**config.mk**
```make
export PLATFORM = sky130hd
export DESIGN_NAME = multireceive
export DESIGN_NICKNAME = d
export VERILOG_FILES = /design/src/rtl/multireceive.sv
export SDC_FILE = /design/constraint.sdc
export NUM_CORES = 1
export LEC_CHECK = 0
export ABC_AREA = 1
export CAP_MARGIN = 40
export CELL_PAD_IN_SITES_DETAIL_PLACEMENT = 0
export CELL_PAD_IN_SITES_GLOBAL_PLACEMENT = 1
export CORE_MARGIN = 2
export CORE_UTILIZATION = 40
export CTS_BUF_LIST = sky130_fd_sc_hd__clkbuf_16
export CTS_CLUSTER_SIZE = 14
export DETAILED_ROUTE_END_ITERATION = 10
export PLACE_DENSITY = 0.78
export SLEW_MARGIN = 20
export SYNTH_ARGS = -nofsm -noshare
export SYNTH_HDL_FRONTEND = slang
export SYNTH_SLANG_ARGS = --single-unit
```
**constraint.sdc**
```tcl
create_clock -name hwclk -period 3.9 [get_ports hwclk]
set_input_delay 0.78 -clock hwclk [delete_from_list [all_inputs] [get_ports hwclk]]
set_output_delay 0.78 -clock hwclk [all_outputs]
set_load 0.01 [all_outputs]
```
**src/rtl/multireceive.sv**
```systemverilog
// Receive side of the keylock digit link: qualifies strobes, captures 3-bit digits MSB-first
// and rebuilds the decimal value. Optional idle timeout under MULTIRECEIVE_TIMEOUT_EN.
module multireceive #(
    parameter int unsigned DIGITS   = 6,
    parameter int unsigned HOLD_MIN = 1200,
    parameter int unsigned TIMEOUT  = 2400000
) (
    input  logic        hwclk,
    input  logic        rst,
    input  logic        in0,
    input  logic        in1,
    input  logic        in2,
    input  logic        controlIn,
    input  logic        enabled,
    output logic [31:0] num,
    output logic        valid,
    output logic        busy,
    output logic        error
);

    typedef enum logic [2:0] {IDLE, WAIT_HIGH, QUALIFY, WAIT_LOW, DONE} state_t;

    state_t      state, state_n;
    logic [1:0]  ctl_sync;
    logic [2:0]  dat_meta, dat_s;
    logic        ctl_s;
    logic        en_d;
    logic [31:0] acc, acc_n;
    logic [3:0]  count, count_n;
    logic [31:0] hold, hold_n;
    logic [31:0] num_n;
    logic        valid_n;
    logic        accept;

    assign ctl_s = ctl_sync[1];
    assign busy  = (state != IDLE);

`ifdef MULTIRECEIVE_TIMEOUT_EN
    logic [31:0] idle_cnt, idle_n;
    logic        error_n;
`else
    assign error = 1'b0;
`endif

    always_ff @(posedge hwclk or posedge rst) begin
        if (rst) begin
            ctl_sync <= '0;
            dat_meta <= '0;
            dat_s    <= '0;
            en_d     <= 1'b0;
            state    <= IDLE;
            acc      <= '0;
            count    <= '0;
            hold     <= '0;
            num      <= '0;
            valid    <= 1'b0;
`ifdef MULTIRECEIVE_TIMEOUT_EN
            idle_cnt <= '0;
            error    <= 1'b0;
`endif
        end else begin
            ctl_sync <= {ctl_sync[0], controlIn};
            dat_meta <= {in2, in1, in0};
            dat_s    <= dat_meta;
            en_d     <= enabled;
            state    <= state_n;
            acc      <= acc_n;
            count    <= count_n;
            hold     <= hold_n;
            num      <= num_n;
            valid    <= valid_n;
`ifdef MULTIRECEIVE_TIMEOUT_EN
            idle_cnt <= idle_n;
            error    <= error_n;
`endif
        end
    end

    always_comb begin
        state_n = state;
        acc_n   = acc;
        count_n = count;
        hold_n  = hold;
        num_n   = num;
        valid_n = 1'b0;
        accept  = 1'b0;
`ifdef MULTIRECEIVE_TIMEOUT_EN
        idle_n  = idle_cnt;
        error_n = error;
`endif
        case (state)
            IDLE: begin
                if (enabled && !en_d) begin
                    acc_n   = '0;
                    count_n = '0;
                    hold_n  = '0;
                    state_n = WAIT_HIGH;
`ifdef MULTIRECEIVE_TIMEOUT_EN
                    idle_n  = '0;
                    error_n = 1'b0;
`endif
                end
            end
            WAIT_HIGH: begin
                if (ctl_s) begin
                    hold_n  = 32'd1;
                    state_n = QUALIFY;
                end
            end
            QUALIFY: begin
                if (!ctl_s) begin
                    state_n = WAIT_HIGH;
                end else if (hold + 32'd1 >= HOLD_MIN) begin
                    accept  = 1'b1;
                    acc_n   = acc * 32'd10 + {29'd0, dat_s};
                    count_n = count + 4'd1;
                    state_n = WAIT_LOW;
                end else begin
                    hold_n = hold + 32'd1;
                end
            end
            WAIT_LOW: begin
                if (!ctl_s)
                    state_n = (count == 4'(DIGITS)) ? DONE : WAIT_HIGH;
            end
            DONE: begin
                num_n   = acc;
                valid_n = 1'b1;
                state_n = IDLE;
            end
            default: state_n = IDLE;
        endcase

        // Abort overrides everything, including a pending DONE publish.
        if (state != IDLE && !enabled) begin
            state_n = IDLE;
            num_n   = num;
            valid_n = 1'b0;
        end
`ifdef MULTIRECEIVE_TIMEOUT_EN
        else if (state == WAIT_HIGH || state == QUALIFY || state == WAIT_LOW) begin
            if (accept) begin
                idle_n = '0;
            end else if (idle_cnt + 32'd1 >= TIMEOUT) begin
                error_n = 1'b1;
                state_n = IDLE;
            end else begin
                idle_n = idle_cnt + 32'd1;
            end
        end
`endif
    end

endmodule

```
==> metrics.cfg <==
[outcome]
status = complete, no violations

[sta]
slew-limit-headroom_pct = 56.3
skew_ps = 6.64
fin_setup_tns_ps = 0
rsz0062_at_grt = false
final_max_slew_viol_count = 0
timing.fmax_mhz = 298
period_needed_ps = 3360
timing.hold.ws_ps = 344
hold_viol_final = 0
final-setup-viol-count = 0
period_share_pct = 86.1
tightestPinTransition_ps = 655

[clock_network]
cts-root-buf = clkbuf_16
cts_tree = built
clockBufferDepth = 2
cts-resized-gates = 0
cts_htree_levels = 4
clock_latency_ps = 420
numCtsBuffers = 17
cts_setup_buffers = 0
ctsHoldBuffers = 0
clk_pin_slew_ps = 50
cts_num_sinks = 113

[synthesis]
synth_top_area_share_pct = 33.7
yosysSeqAreaShare_pct = 33.7
synth-simple-area-share_pct = 39.0
synthesis.nets = 1307
synth_fa_ha_area_share_pct = 9.43
ys_ff_latch = 113
muxShareOfSynthArea_pct = 0
avgSynthCellArea_um2 = 6.77
synthCells = 1238
netlist_top_cells_area = dfrtp_1 (34%), nand2_1 (21%), ha_1 (9.0%)
synthesis.area_um2 = 8390
post-synth-top-area-cell = dfrtp_1
yosysUniqueCellTypes = 39
synth_top_family_by_area = simple AND/OR/NAND/NOR gates
yosysWarnings = 0
synth-compound-area-share_pct = 7.33
synth-xor-area-share_pct = 2.82

[critical_path]
crit_required_ps = 4210
crit_path_end_kind = register
path_class = reg2reg
crit_arrival_ps = 3670
crit_fanout = 5
start_kind = register

[global_route]
busiest_layer = met2
met1_usage_pct = 32.5
grt_pass1_wl_um = 39200
antenna_found_initial = 0
grt.total_usage_pct = 22.6
grt_overflow_total = 0
grtUsageMet2_pct = 35.3
grt_pass1_vias = 7595
grt_max_degree = 50
met3_usage_pct = 3.39

[die]
dieHeight_um = 149
fp.dieW_um = 149
num_io_pins = 42
start_util_pct = 41.1
row_count = 52
core_area_um2 = 20400
die_area_um2 = 22100

[cells_and_area]
instances_no_fill = 1569
fin_nets = 1355
diodes = 0
final_area_um2 = 9650
area_growth_pct = 15.0
drive_gt1_share_pct = 6.54
final_util_pct = 47.2

[detailed_routing]
drcViolationCount = 0
routed_wl_um = 23500
vias = 7807
vias_per_cell = 4.98
ant_nets = 0
wire_per_inst_um = 15.0
drtIter0Drc = 426
first_pass_iters = 6

[placed_design]
dp.cells = 1537
io_buffers = 40
finalWeightedCongestion = 0.888
dpl_cell_area_um2 = 9070
dp_hpwl_um = 18200

[hold_path]
min_path_type = reg2reg

[job]
cap_violations = 0

[power]
cellLeakagePower_uw = 0.00484
ir_drop_uv = 243
p_per_area_nw_per_um2 = 383

[cell families (layout without fill, tap and decap cells)]
| kind of cell | Yosys count | after routing |
|---|---|---|
| fa+ha+maj | 62 | 62 |
| flops | 113 | 113 |
| xor+xnor | 27 | 27 |
| other cells | 1 | 1 |
| buf+inv | 158 | 219 |
| compound gates | 100 | 100 |
| simple gates | 777 | 777 |
[cell type report]
class	instances	area (um^2)
clock buffers	17	425
multi-input cells	967	4920
repair buffers	45	450
clock inverters	15	154
well taps	270	338
fillers	2147	10800
flip-flops and latches	113	2830
inverters	142	536
[placed cells by master (no fill, tap or decap), types with 3 or more instances in the layout]
cell,n
a21o_1,3
a21oi_1,25
buf_4,4
bufinv_16,3
clkbuf_16,17
clkdlybuf4s50_1,40
clkinv_2,4
dfrtp_1,113
ha_1,60
inv_1,142
inv_2,3
nand2_1,472
nand2_2,4
nand2_4,3
nand3_1,92
nand3b_1,8
nand4_1,19
nor2_1,146
nor2_2,12
nor2_4,3
nor3_1,10
nor3_2,3
o21ai_0,23
o21ai_1,16
o21ai_2,20
o21bai_1,4
o31ai_1,3
xnor2_1,5
xor2_1,22
[power by group]
group	switching (uW)	internal, uW
Sequential	62.1	1230
Clock	579	987
Combinational	607	229
[metal layers]
metal,up-vias,routed length [um]
met5,-,0
met2,154,10200
met1,3591,11900
met3,26,959
met4,0,332
li1,4036,-
[critical path, cell delays in order, from the launching register on]
cell and delay, ps:
dfrtp_1 420, ha_1 310, ha_1 280, fa_1 430
nand2_1 110, nand2_1 100, nand3_1 140, nand2_1 120
nand2_1 140, nand2_1 100, nand2_1 70, nand2_1 90
nor2_1 210, nand3_1 170, nor2_4 200, nand3_2 100
nor2_1 100, nor2_1 50, nand2_1 80, nand2_1 40
[stage by stage]
step | worst slack [ps] | total power [uW]
floorplan | 133 | 1980
global placement | 612 | 2150
detailed placement | 567 | 2150
CTS | 549 | 3740
global route | 137 | 3900
finish | 543 | 3690
[final timing paths]
check / depth (start not counted) / slack [ps] / from / endpoint
setup / recovery: 19 / 540 / acc[1] / acc[29]
hold / removal: 0 / 340 / dat_meta[0] / dat_s[0]
setup reg to reg: 19 / 540 / acc[1] / acc[29]
hold reg to reg: 0 / 340 / dat_meta[0] / dat_s[0]
max in group asynchronous: 3 / 2380 / rst / hold[3]
min in group asynchronous: 2 / 780 / rst / num[7]
[cell usage after synthesis, drive strengths merged]
cell type  instances
nand2            480
nor2             161
inv              142
dfrtp            113
nand3             95
ha                60
o21ai             59
a21oi             25
xor2              22
nand4             19
nor3              13
buf               10
nand3b             8
clkbuf             6
xnor2              5
o21bai             4
a21o               3
o31ai              3
a211oi             2
a31oi              2
fa                 2
and2               1
conb               1
o21a               1
o311ai             1
[sequential cells by signal, indices dropped and copies added (netlist names), 2 cells and up]
signal	flops
ctl_sync	2
dat_s	3
hold	32
state	3
dat_meta	3
num	32
acc	32
count	4
Note: power is estimated with default switching activity, not from simulation.
